==> config.mk <==
export PLATFORM = sky130hd
export DESIGN_NAME = imm_gen_pipe
export DESIGN_NICKNAME = d
export VERILOG_FILES = /design/src/rtl/imm_gen_pipe.sv
export SDC_FILE = /design/constraint.sdc
export NUM_CORES = 1
export LEC_CHECK = 0
export ABC_AREA = 0
export ABC_CLOCK_PERIOD_IN_PS = 3700
export BUFFER_PORTS_ARGS = -buffer_cell sky130_fd_sc_hd__buf_2
export CORE_AREA = 2 2 87 97
export DETAILED_ROUTE_END_ITERATION = 16
export DIE_AREA = 0 0 89 99
export PLACE_DENSITY = 0.66
export RECOVER_POWER = 50
export SYNTH_ARGS = -nofsm -noshare
export SYNTH_HDL_FRONTEND = slang
export SYNTH_SLANG_ARGS = --single-unit
==> constraint.sdc <==
create_clock -name clk_i -period 3.7 [get_ports clk_i]
set_input_delay 0.74 -clock clk_i [delete_from_list [all_inputs] [get_ports clk_i]]
set_output_delay 0.74 -clock clk_i [all_outputs]
set_load 0.02 [all_outputs]
==> src/rtl/imm_gen_pipe.sv <==
// imm_gen_pipe: pipelined RISC-V immediate generator with stall/flush and saturating illegal counter
module imm_gen_pipe #(
  parameter int XLEN   = 32,
  parameter int STAGES = 1,
  parameter int CNT_W  = 16
) (
  input  logic             clk_i,
  input  logic             rst_i,
  input  logic             valid_i,
  input  logic [31:0]      inst_i,
  input  logic             stall_i,
  input  logic             flush_i,
  input  logic             clr_cnt_i,
  output logic             valid_o,
  output logic [XLEN-1:0]  imm_o,
  output logic [2:0]       fmt_o,
  output logic             illegal_o,
  output logic [CNT_W-1:0] illegal_cnt_o
);
  localparam int SH = (XLEN == 64) ? 6 : 5;
  logic [2:0]                    f3;
  logic [XLEN-1:0]               imm_i, imm_s, imm_b, imm_u, imm_j, imm_sh;
  logic [XLEN-1:0]               dec_imm;
  logic [2:0]                    dec_fmt;
  logic                          dec_ill;
  logic [STAGES-1:0]             v_q, v_d, ill_q, ill_d;
  logic [STAGES-1:0][XLEN-1:0]   imm_q, imm_d;
  logic [STAGES-1:0][2:0]        fmt_q, fmt_d;
  logic [CNT_W-1:0]              cnt_q, cnt_d;
  logic                          inc;
  assign f3     = inst_i[14:12];
  assign imm_i  = XLEN'($signed(inst_i[31:20]));
  assign imm_s  = XLEN'($signed({inst_i[31:25], inst_i[11:7]}));
  assign imm_b  = XLEN'($signed({inst_i[31], inst_i[7], inst_i[30:25], inst_i[11:8], 1'b0}));
  assign imm_u  = XLEN'($signed({inst_i[31:12], 12'b0}));
  assign imm_j  = XLEN'($signed({inst_i[31], inst_i[19:12], inst_i[20], inst_i[30:21], 1'b0}));
  assign imm_sh = XLEN'(inst_i[20 +: SH]);
  // opcode decode into immediate, format code and illegal flag
  always_comb begin
    dec_imm = '0;
    dec_fmt = 3'd7;
    dec_ill = 1'b0;
    case (inst_i[6:0])
      7'b0010011: begin
        dec_fmt = (f3 == 3'b001 || f3 == 3'b101) ? 3'd6 : 3'd1;
        dec_imm = (f3 == 3'b001 || f3 == 3'b101) ? imm_sh : imm_i;
      end
      7'b0000011, 7'b1100111, 7'b1110011: begin dec_fmt = 3'd1; dec_imm = imm_i; end
      7'b0100011: begin dec_fmt = 3'd2; dec_imm = imm_s; end
      7'b1100011: begin dec_fmt = 3'd3; dec_imm = imm_b; end
      7'b0110111, 7'b0010111: begin dec_fmt = 3'd4; dec_imm = imm_u; end
      7'b1101111: begin dec_fmt = 3'd5; dec_imm = imm_j; end
      7'b0110011: dec_fmt = 3'd0;
      default: dec_ill = 1'b1;
    endcase
  end
  // stage advance: flush clears, stall holds, otherwise shift with bubble on invalid input
  always_comb begin
    v_d   = v_q;
    imm_d = imm_q;
    fmt_d = fmt_q;
    ill_d = ill_q;
    if (flush_i) begin
      v_d   = '0;
      imm_d = '0;
      fmt_d = '0;
      ill_d = '0;
    end else if (!stall_i) begin
      v_d[0]   = valid_i;
      imm_d[0] = valid_i ? dec_imm : '0;
      fmt_d[0] = valid_i ? dec_fmt : 3'd0;
      ill_d[0] = valid_i & dec_ill;
      for (int i = 1; i < STAGES; i++) begin
        v_d[i]   = v_q[i-1];
        imm_d[i] = imm_q[i-1];
        fmt_d[i] = fmt_q[i-1];
        ill_d[i] = ill_q[i-1];
      end
    end
  end
  // count valid illegal entries entering the last stage; clear wins, saturate at all-ones
  always_comb begin
    inc   = !flush_i && !stall_i && v_d[STAGES-1] && ill_d[STAGES-1];
    cnt_d = clr_cnt_i ? '0 : (inc && cnt_q != '1) ? cnt_q + 1'b1 : cnt_q;
  end
  // state registers with asynchronous reset
  always_ff @(posedge clk_i or posedge rst_i) begin
    if (rst_i) begin
      v_q   <= '0;
      imm_q <= '0;
      fmt_q <= '0;
      ill_q <= '0;
      cnt_q <= '0;
    end else begin
      v_q   <= v_d;
      imm_q <= imm_d;
      fmt_q <= fmt_d;
      ill_q <= ill_d;
      cnt_q <= cnt_d;
    end
  end
  assign valid_o       = v_q[STAGES-1];
  assign imm_o         = imm_q[STAGES-1];
  assign fmt_o         = fmt_q[STAGES-1];
  assign illegal_o     = ill_q[STAGES-1];
  assign illegal_cnt_o = cnt_q;
endmodule

* Word-level counts from Yosys, hierarchy flattened
Cells that the tools add are included.
Operators by class: $add $sub $neg 1, reduce and logical (&&, ||, !) cells 11, bitwise operators 1, multiplexer cells 17, equality and inequality tests 14
Operator list (count):
- 32-bit one-hot mux with 6 select lines | 1
- 32-bit 2-to-1 mux | 4
- 16-bit 2-to-1 mux | 2
- 7-bit equality test (second input constant) | 4
- 7-bit by 6-bit equality test with 1-bit output (second input constant) | 3
- 3-bit one-hot mux with 7 select lines | 1
- 16-bit by 1-bit adder with 16-bit output (second input constant) | 1
- 16-bit inequality test (second input constant) | 1
- 7-bit by 5-bit equality test with 1-bit output (second input constant) | 2
- 3-bit 2-to-1 mux | 4
- 10-bit OR reduction | 1
- 7-bit by 2-bit equality test with 1-bit output (second input constant) | 1
- 1-bit 2-to-1 mux | 5
- 1-bit logical AND | 4
- 3-bit by 1-bit equality test with 1-bit output (second input constant) | 1
- 3-bit equality test (second input constant) | 1
- 3-bit OR reduction | 1
- 1-bit logical NOT | 2
- 2-bit by 1-bit inequality test with 1-bit output (second input constant) | 1
- 2-bit nonzero test | 1
- 2-bit OR reduction | 1
- 1-bit AND | 1
- 1-bit logical OR | 1
Word-level totals: logic and storage cells 49, bits in registers 53, output and inout bits 53

* Longest topological paths before layout
Gate-level depths: netlist of run 1.
depth after elaboration 10, gate-level depth with buffers 8

* Worst setup path after synthesis of run 1
OpenSTA, ideal clock, no wires.
kind in2reg, start in inst_i[4], end reg cnt_q[13], in the netlist illegal_cnt_o[13], path buffers 3, data required time 3.575 ns, setup slack 1.365 ns, arrival time 2.210 ns, stages 8, cell sequence buf_4 -> nand4b_1 -> o21ai_2 -> or3_1 -> buf_2 -> buf_6 -> nor3_1 -> mux2_4
Between the ends: cells in the longest elaborated chain, start to end 9, elaborated cells on any way between the ends 18, classes of those cells eq/ne (10); mux (3); bitwise (1); reduce/logical (4)
Ends and longest elaborated chain:
- from (decl) | RTL line 10 | input logic [31:0] inst_i,
- 7-bit by 6-bit equality test with 1-bit output (tied with other cells) | RTL line 43 | case (inst_i[6:0])
- 10-bit OR reduction (no source line) (*)
- 1-bit 2-to-1 mux (*) | RTL line 43
- 1-bit AND (*) | RTL line 72 | ill_d[0] = valid_i & dec_ill;
- 1-bit 2-to-1 mux (*) | RTL line 68 | end else if (!stall_i) begin
- 1-bit 2-to-1 mux (*) | RTL line 63 | if (flush_i) begin
- 1-bit logical AND (*) | RTL line 83 | inc = !flush_i && !stall_i && v_d[STAGES-1] && ill_d[STAGES-1];
- 1-bit logical AND (*) | RTL line 84 | cnt_d = clr_cnt_i ? '0 : (inc && cnt_q != '1) ? cnt_q + 1'b1 : cnt_q;
- 2-bit nonzero test (no source line) (*)
- to (signal assigned) | RTL line 99 | cnt_q <= cnt_d;
- to (decl) | RTL line 29 | logic [CNT_W-1:0] cnt_q, cnt_d;
Mark *: on every way between the ends. The rest lies on a longest branch, timed or not. A chain may end at the register's enable or synchronous reset.

* Final worst setup path of run 1
start reg cnt_q[0], in the netlist illegal_cnt_o[0], end reg cnt_q[13], in the netlist illegal_cnt_o[13]
Between the ends: cells in the longest elaborated chain, start to end 3, elaborated cells on any way between the ends 6, classes of those cells add/sub (1); eq/ne (1); mux (2); reduce/logical (2)
Ends and longest elaborated chain (RTL line):
- 16-bit by 1-bit adder with 16-bit output or 16-bit inequality test (tied branches) | 84
- 16-bit 2-to-1 mux or 1-bit logical AND (tied branches) | 84
- 16-bit 2-to-1 mux or 2-bit nonzero test (tied branches)
Parallel ways exist; a longest one is shown, timed or not. The select of a mux whose other input is x is not followed.

==> results of run 1 <==
[cell families after synthesis]
logic type / count (synthesis) / share of synthesized area
AO/OA/AOI/OAI: 75 / 0.199
AND/OR/NAND/NOR: 114 / 0.223
XOR/XNOR: 6 / 0.0196
multiplexers: 4 / 0.0173
buffers and inverters: 26 / 0.0411
adder cells (fa/ha/maj): 1 / 0.00467
flip-flops: 53 / 0.495
[worst max-delay path by stage]
stage                                start  slack [ns]  cells past startpoint                 to
final                     illegal_cnt_o[0]        1.26                      6  illegal_cnt_o[13]
after global routing                 rst_i        0.90                      3   illegal_cnt_o[9]
after CTS                 illegal_cnt_o[0]        1.25                      6  illegal_cnt_o[13]
after detailed placement         inst_i[6]        0.95                      6  illegal_cnt_o[13]
after global placement           inst_i[6]        1.03                      6  illegal_cnt_o[13]
after floorplan                  inst_i[4]        1.36                      8  illegal_cnt_o[13]
[per-layer routing]
metal  part of all wire  up-vias  global-route usage
li1                   -     1188                   -
met1               0.45     1189               0.219
met2               0.48       73               0.263
met3              0.047       12              0.0276
met4              0.016        0              0.0471
met5                  0        -                   0
[Yosys cell counts, types with 2 or more instances]
master	n
and2_1	3
nor4_1	7
or3_1	4
clkbuf_1	12
xor2_1	2
buf_1	2
a32o_1	2
nand4_1	6
and4_1	2
mux2i_1	2
or4_1	3
nand2_1	40
a21oi_1	8
xnor2_1	4
a22o_1	7
nor3_1	3
a32oi_1	3
nand3b_1	3
nand2b_1	2
nand3_1	8
dfrtp_1	53
nor2b_1	6
nor3b_1	2
o211ai_1	2
a211o_1	3
inv_1	9
o31ai_1	3
o21ai_0	16
and3b_1	2
nor2_1	16
a211oi_1	2
a22oi_1	23
[cell type report]
cell class / instances / area share
Sequential cell: 53 / 0.405
Multi-Input combinational cell: 200 / 0.382
Timing Repair Buffer: 93 / 0.133
Tap cell: 108 / 0.0413
Clock buffer: 5 / 0.0210
Inverter: 9 / 0.0103
Clock inverter: 3 / 0.00688
[where the power goes]
part	total, mW	switching [mW]	internal (mW)
clock	0.337	0.202	0.135
combinational	0.104	0.0697	0.0341
sequential	0.587	0.00289	0.584
[critical path, cell delays in order (launching register included)]
cell and delay, ns:
dfrtp_1 0.40, ha_1 0.25, nand4_1 0.19, nor4_1 0.55, or3_1 0.52, nor3_1 0.12
mux2_4 0.31
[registers in the layout, summed over array words and instances, names as in the netlist]
signal / cells
illegal_cnt_o: 16
illegal_o: 1
valid_o: 1
imm_o: 32
fmt_o: 3
[through the flow]
stage | util | hold slack [ns]
after floorplan | - | 0.583
after global placement | 0.411 | 0.459
after detailed placement | 0.411 | 0.473
after CTS | 0.423 | 0.497
after global routing | 0.418 | 0.524
final | 0.418 | 0.490
==> flow_summary_export.csv, run 1 <==
group,metric,value,unit
die,rows,34,
hold_path,holdPathStages,2,
worst_setup_path,cp.required,3.91,ns
clock_tree,numClockSinks,53,
pwr,total_power,1.03,mW
layout,antenna_cells,0,
layout,fin_cells,471,
sta,finalClockSkew,0.0131,ns
die,initial_core_util,0.342,
route,ant_nets,0,
clock_tree,numCtsBuffers,5,
sta,worst_slack,1.26,ns
place,dp_hpwl,5.28,mm
clock_tree,clk_latency,0.31,ns
worst_setup_path,worstSetupStartpointType,"flop",
layout,seqCellArea,1330,µm²
sta,fin_crit_sh,0.659,
route,first_iter_violations,148,
logic_synthesis,seq_area_frac_synth,0.495,
worst_setup_path,critPathArrivalTime,2.64,ns
route,totalWireLength,7.05,mm
logic_synthesis,netlist.area_leader.share,0.495,
place,post-place-ws,0.955,ns
route,wire_per_inst,15.0,µm
global_routing,grt_max_degree,36,
global_routing,grt_pass1_wl,11.1,mm
route,num_vias,2462,
sta,tns,0,ns
worst_setup_path,rrSetupSlack,1.26,ns
sta,layout_min_cycle_time,2.44,ns
logic_synthesis,ys_warn_count,0,
logic_synthesis,synthTopCellsByArea,"dfrtp_1 (50%), a22oi_1 (6.4%), nand2_1 (5.6%)",
clock_tree,post_cts_buffers,0,
pwr,power_per_cell_area,314,nW/µm²
logic_synthesis,synth_ff_type,"dfrtp_1",
clock_tree,cts_resized,0,
place,portBuffers,90,
worst_setup_path,worstReg2RegEnd,"illegal_cnt_o[13]",
layout,final_net_count,401,
layout,multi_input_area,1250,µm²
sta,worst_slew_pin_slew,1.30,ns
logic_synthesis,yosysTopAreaCell,"dfrtp_1",
clock_tree,cts.clk_slew.worst_paths,0.10,ns
layout,final_layout_size_suffix_gt1_frac,0.229,
sta,setup_viol,0,
worst_setup_path,cp-end-kind,"flop",
route,vias_per_cell,5.23,
clock_tree,cts_tree,"built",
logic_synthesis,mappedNetlistArea,2680,µm²
logic_synthesis,avgSynthCellArea,9.60,µm²
worst_setup_path,worstReg2RegStart,"illegal_cnt_o[0]",
worst_setup_path,critPathMaxFanout,17,
global_routing,grt-ovfl-total,0,
die,io_pins,91,
logic_synthesis,synth_edf_count,0,
layout,fin_area,3270,µm²
worst_setup_path,crit_type,"reg2reg",
layout,nFillCells,823,
logic_synthesis,synth_seq_cells,53,
logic_synthesis,synth_fp_nets,318,
sta,slew-limit-headroom,0.132,
place,dp_cells,463,
sta,rsz0062_at_grt,"no",
logic_synthesis,ys_types,51,
clock_tree,clockBufferDepth,2,
job,cap_viol_max_count,0,
layout,area_delta_synth_final,22.2,%
worst_setup_path,reg2reg_depth,6,
die,die_y,99,µm
sta,maxSlewViolCount,0,
logic_synthesis,syn_inst,279,
global_routing,grt.total_usage,0.161,
clock_tree,holdBufCountCts,0,
route,first_pass_iters,5,
place,placed_area,3220,µm²
place,gp_congestion,0.857,
pwr,ir_drop,0.165,mV
hold_path,hold_end,"imm_o[0]",
global_routing,grt_pass1_vias,2257,
route,remaining_drc_errors,0,
layout,final_common_cell,"buf_2",
sta,final_hold_viol_count,0,
clock_tree,htree_levels,2,
logic_synthesis,ys_async_sr_fraction,1.00,
hold_path,min_from,"imm_o[0]",
die,die_x,89,µm
die,die-area,8810,µm²
pwr,p_leak,1.62,nW
outcome,status,"finished clean",
clock_tree,clock-root-buffer,"clkbuf_8",
layout,final_cell_mix,"buf_2 (64), dfrtp_1 (53), nand2_1 (40)",
die,core,7830,µm²
sta,max_freq,0.410,GHz
hold_path,hold_class,"reg2reg",
global_routing,antenna_found_initial,0,
Note: power is estimated with default switching activity, not from simulation.
==> inputs of run 2 (changes only) <==
- ABC_CLOCK_PERIOD_IN_PS: 3700 -> 2300
- clock period: 3.7 -> 2.3 ns (I/O delays scaled with it)
==> flow_summary_export.csv, run 2 (synthesized netlist as in run 1, its figures left out) <==
group,metric,value,unit
clock_tree,numClockSinks,53,
place,post-place-ws,0.0519,ns
worst_setup_path,worstSetupStartpointType,"flop",
layout,largest_reg_flops,32,
worst_setup_path,worstReg2RegEnd,"illegal_cnt_o[7]",
layout,final_net_count,417,
worst_setup_path,critPathMaxFanout,13,
sta,slew-limit-headroom,0.385,
worst_setup_path,cp-end-kind,"flop",
route,vias_per_cell,5.15,
place,dp_hpwl,5.31,mm
worst_setup_path,cp-startpoint,"illegal_cnt_o[0]",
job,cap_viol_max_count,0,
pwr,p_leak,1.72,nW
die,io_pins,91,
clock_tree,numCtsBuffers,5,
sta,setup_viol,0,
global_routing,grt_pass1_wl,11.5,mm
clock_tree,clockBufferDepth,2,
worst_setup_path,worstSetupEndpoint,"illegal_cnt_o[7]",
pwr,ir_drop,0.248,mV
worst_setup_path,worstReg2RegStart,"illegal_cnt_o[0]",
clock_tree,htree_levels,2,
route,first_iter_violations,192,
sta,finalClockSkew,0.00109,ns
die,core,7830,µm²
clock_tree,holdBufCountCts,0,
worst_setup_path,rrSetupSlack,0.18,ns
sta,layout_min_cycle_time,2.12,ns
sta,rsz0062_at_grt,"no",
global_routing,grt.total_usage,0.164,
layout,final_common_cell,"buf_2",
global_routing,grt_max_degree,37,
place,portBuffers,90,
sta,final_hold_viol_count,0,
clock_tree,clock-root-buffer,"clkbuf_8",
sta,worst_slew_pin_slew,0.923,ns
worst_setup_path,crit_type,"reg2reg",
clock_tree,cts_tree,"built",
layout,seqCellArea,1330,µm²
route,remaining_drc_errors,0,
route,totalWireLength,7.09,mm
die,rows,34,
global_routing,grt_pass1_vias,2392,
outcome,status,"finished clean",
worst_setup_path,reg2reg_depth,7,
route,wire_per_inst,14.6,µm
sta,fin_crit_sh,0.922,
layout,antenna_cells,0,
layout,final_cell_mix,"buf_2 (66), dfrtp_1 (53), nand2_1 (40)",
layout,multi_input_area,1250,µm²
sta,maxSlewViolCount,0,
sta,tns,0,ns
die,die_x,89,µm
sta,worst_slack,0.179,ns
worst_setup_path,critPathArrivalTime,2.35,ns
place,gp_congestion,0.837,
layout,area_delta_synth_final,28.3,%
pwr,total_power,1.78,mW
route,ant_nets,0,
clock_tree,clk_latency,0.30,ns
die,die-area,8810,µm²
worst_setup_path,cp.required,2.53,ns
hold_path,hold_class,"in2async",
layout,final_layout_size_suffix_gt1_frac,0.266,
pwr,power_per_cell_area,518,nW/µm²
global_routing,antenna_found_initial,0,
route,first_pass_iters,6,
die,initial_core_util,0.342,
global_routing,grt-ovfl-total,0,
die,die_y,99,µm
clock_tree,cts.clk_slew.worst_paths,0.09,ns
sta,max_freq,0.471,GHz
layout,nFillCells,789,
route,num_vias,2506,
run 2: cell types whose count changed in the layout (fill, tap and decap cells not counted), moves of 2 or more:
cell | previous run | this run
buf_2 | 64 | 66
buf_4 | 2 | 17
clkbuf_1 | 27 | 25
clkinv_4 | 2 | 0
run 2: worst min-delay path by stage:
stage	to	slack (ns)	startpoint
2_1_floorplan	valid_o	0.53	flush_i
3_3_place_gp	imm_o[0]	0.45	imm_o[0]
3_5_place_dp	imm_o[0]	0.47	imm_o[0]
5_1_grt	imm_o[8]	0.30	rst_i
4_1_cts	imm_o[8]	0.14	rst_i
6_report	imm_o[5]	0.24	rst_i
run 2: where the power goes:
part | internal (mW) | switching [mW]
logic | 0.0674 | 0.113
registers | 0.939 | 0.00481
clock network | 0.355 | 0.301
run 2: area by class of cell:
cell class / count / area share
sequential: 53 / 0.386
multi-input combinational: 200 / 0.364
timing repair buffer: 109 / 0.167
tap: 108 / 0.0393
clock buffer: 7 / 0.0251
inverter: 9 / 0.00983
clock inverter: 1 / 0.00874
run 2: worst max-delay path, stage by stage (launching register included):
cell and delay [ns]:
dfrtp_1 0.42, ha_1 0.26, nand4_1 0.17, nor4_1 0.10, or3_4 0.37, buf_12 0.16
or4_1 0.40, a21oi_1 0.17
run 2: what timing repair did:
| item | in CTS | in global routing |
|---|---|---|
| setup buffers | 0 | 0 |
| gates resized for setup | 0 | 1 |
| hold endpoints to repair | 0 | 0 |
| setup endpoints to repair | 0 | 1 |
run 2: per-layer routing:
layer	track usage	routed length (µm)
met5	0	0
met4	0.0574	122
met3	0.0226	367
met2	0.257	3450
met1	0.232	3150
run 2: metrics by stage:
stage	area (µm²)	std cells	hold WS, ns	util
2_1_floorplan	2680	279	0.526	-
3_3_place_gp	3360	479	0.454	0.430
3_5_place_dp	3360	479	0.465	0.430
4_1_cts	3480	487	0.140	0.445
5_1_grt	3440	487	0.296	0.439
6_report	3440	487	0.239	0.439
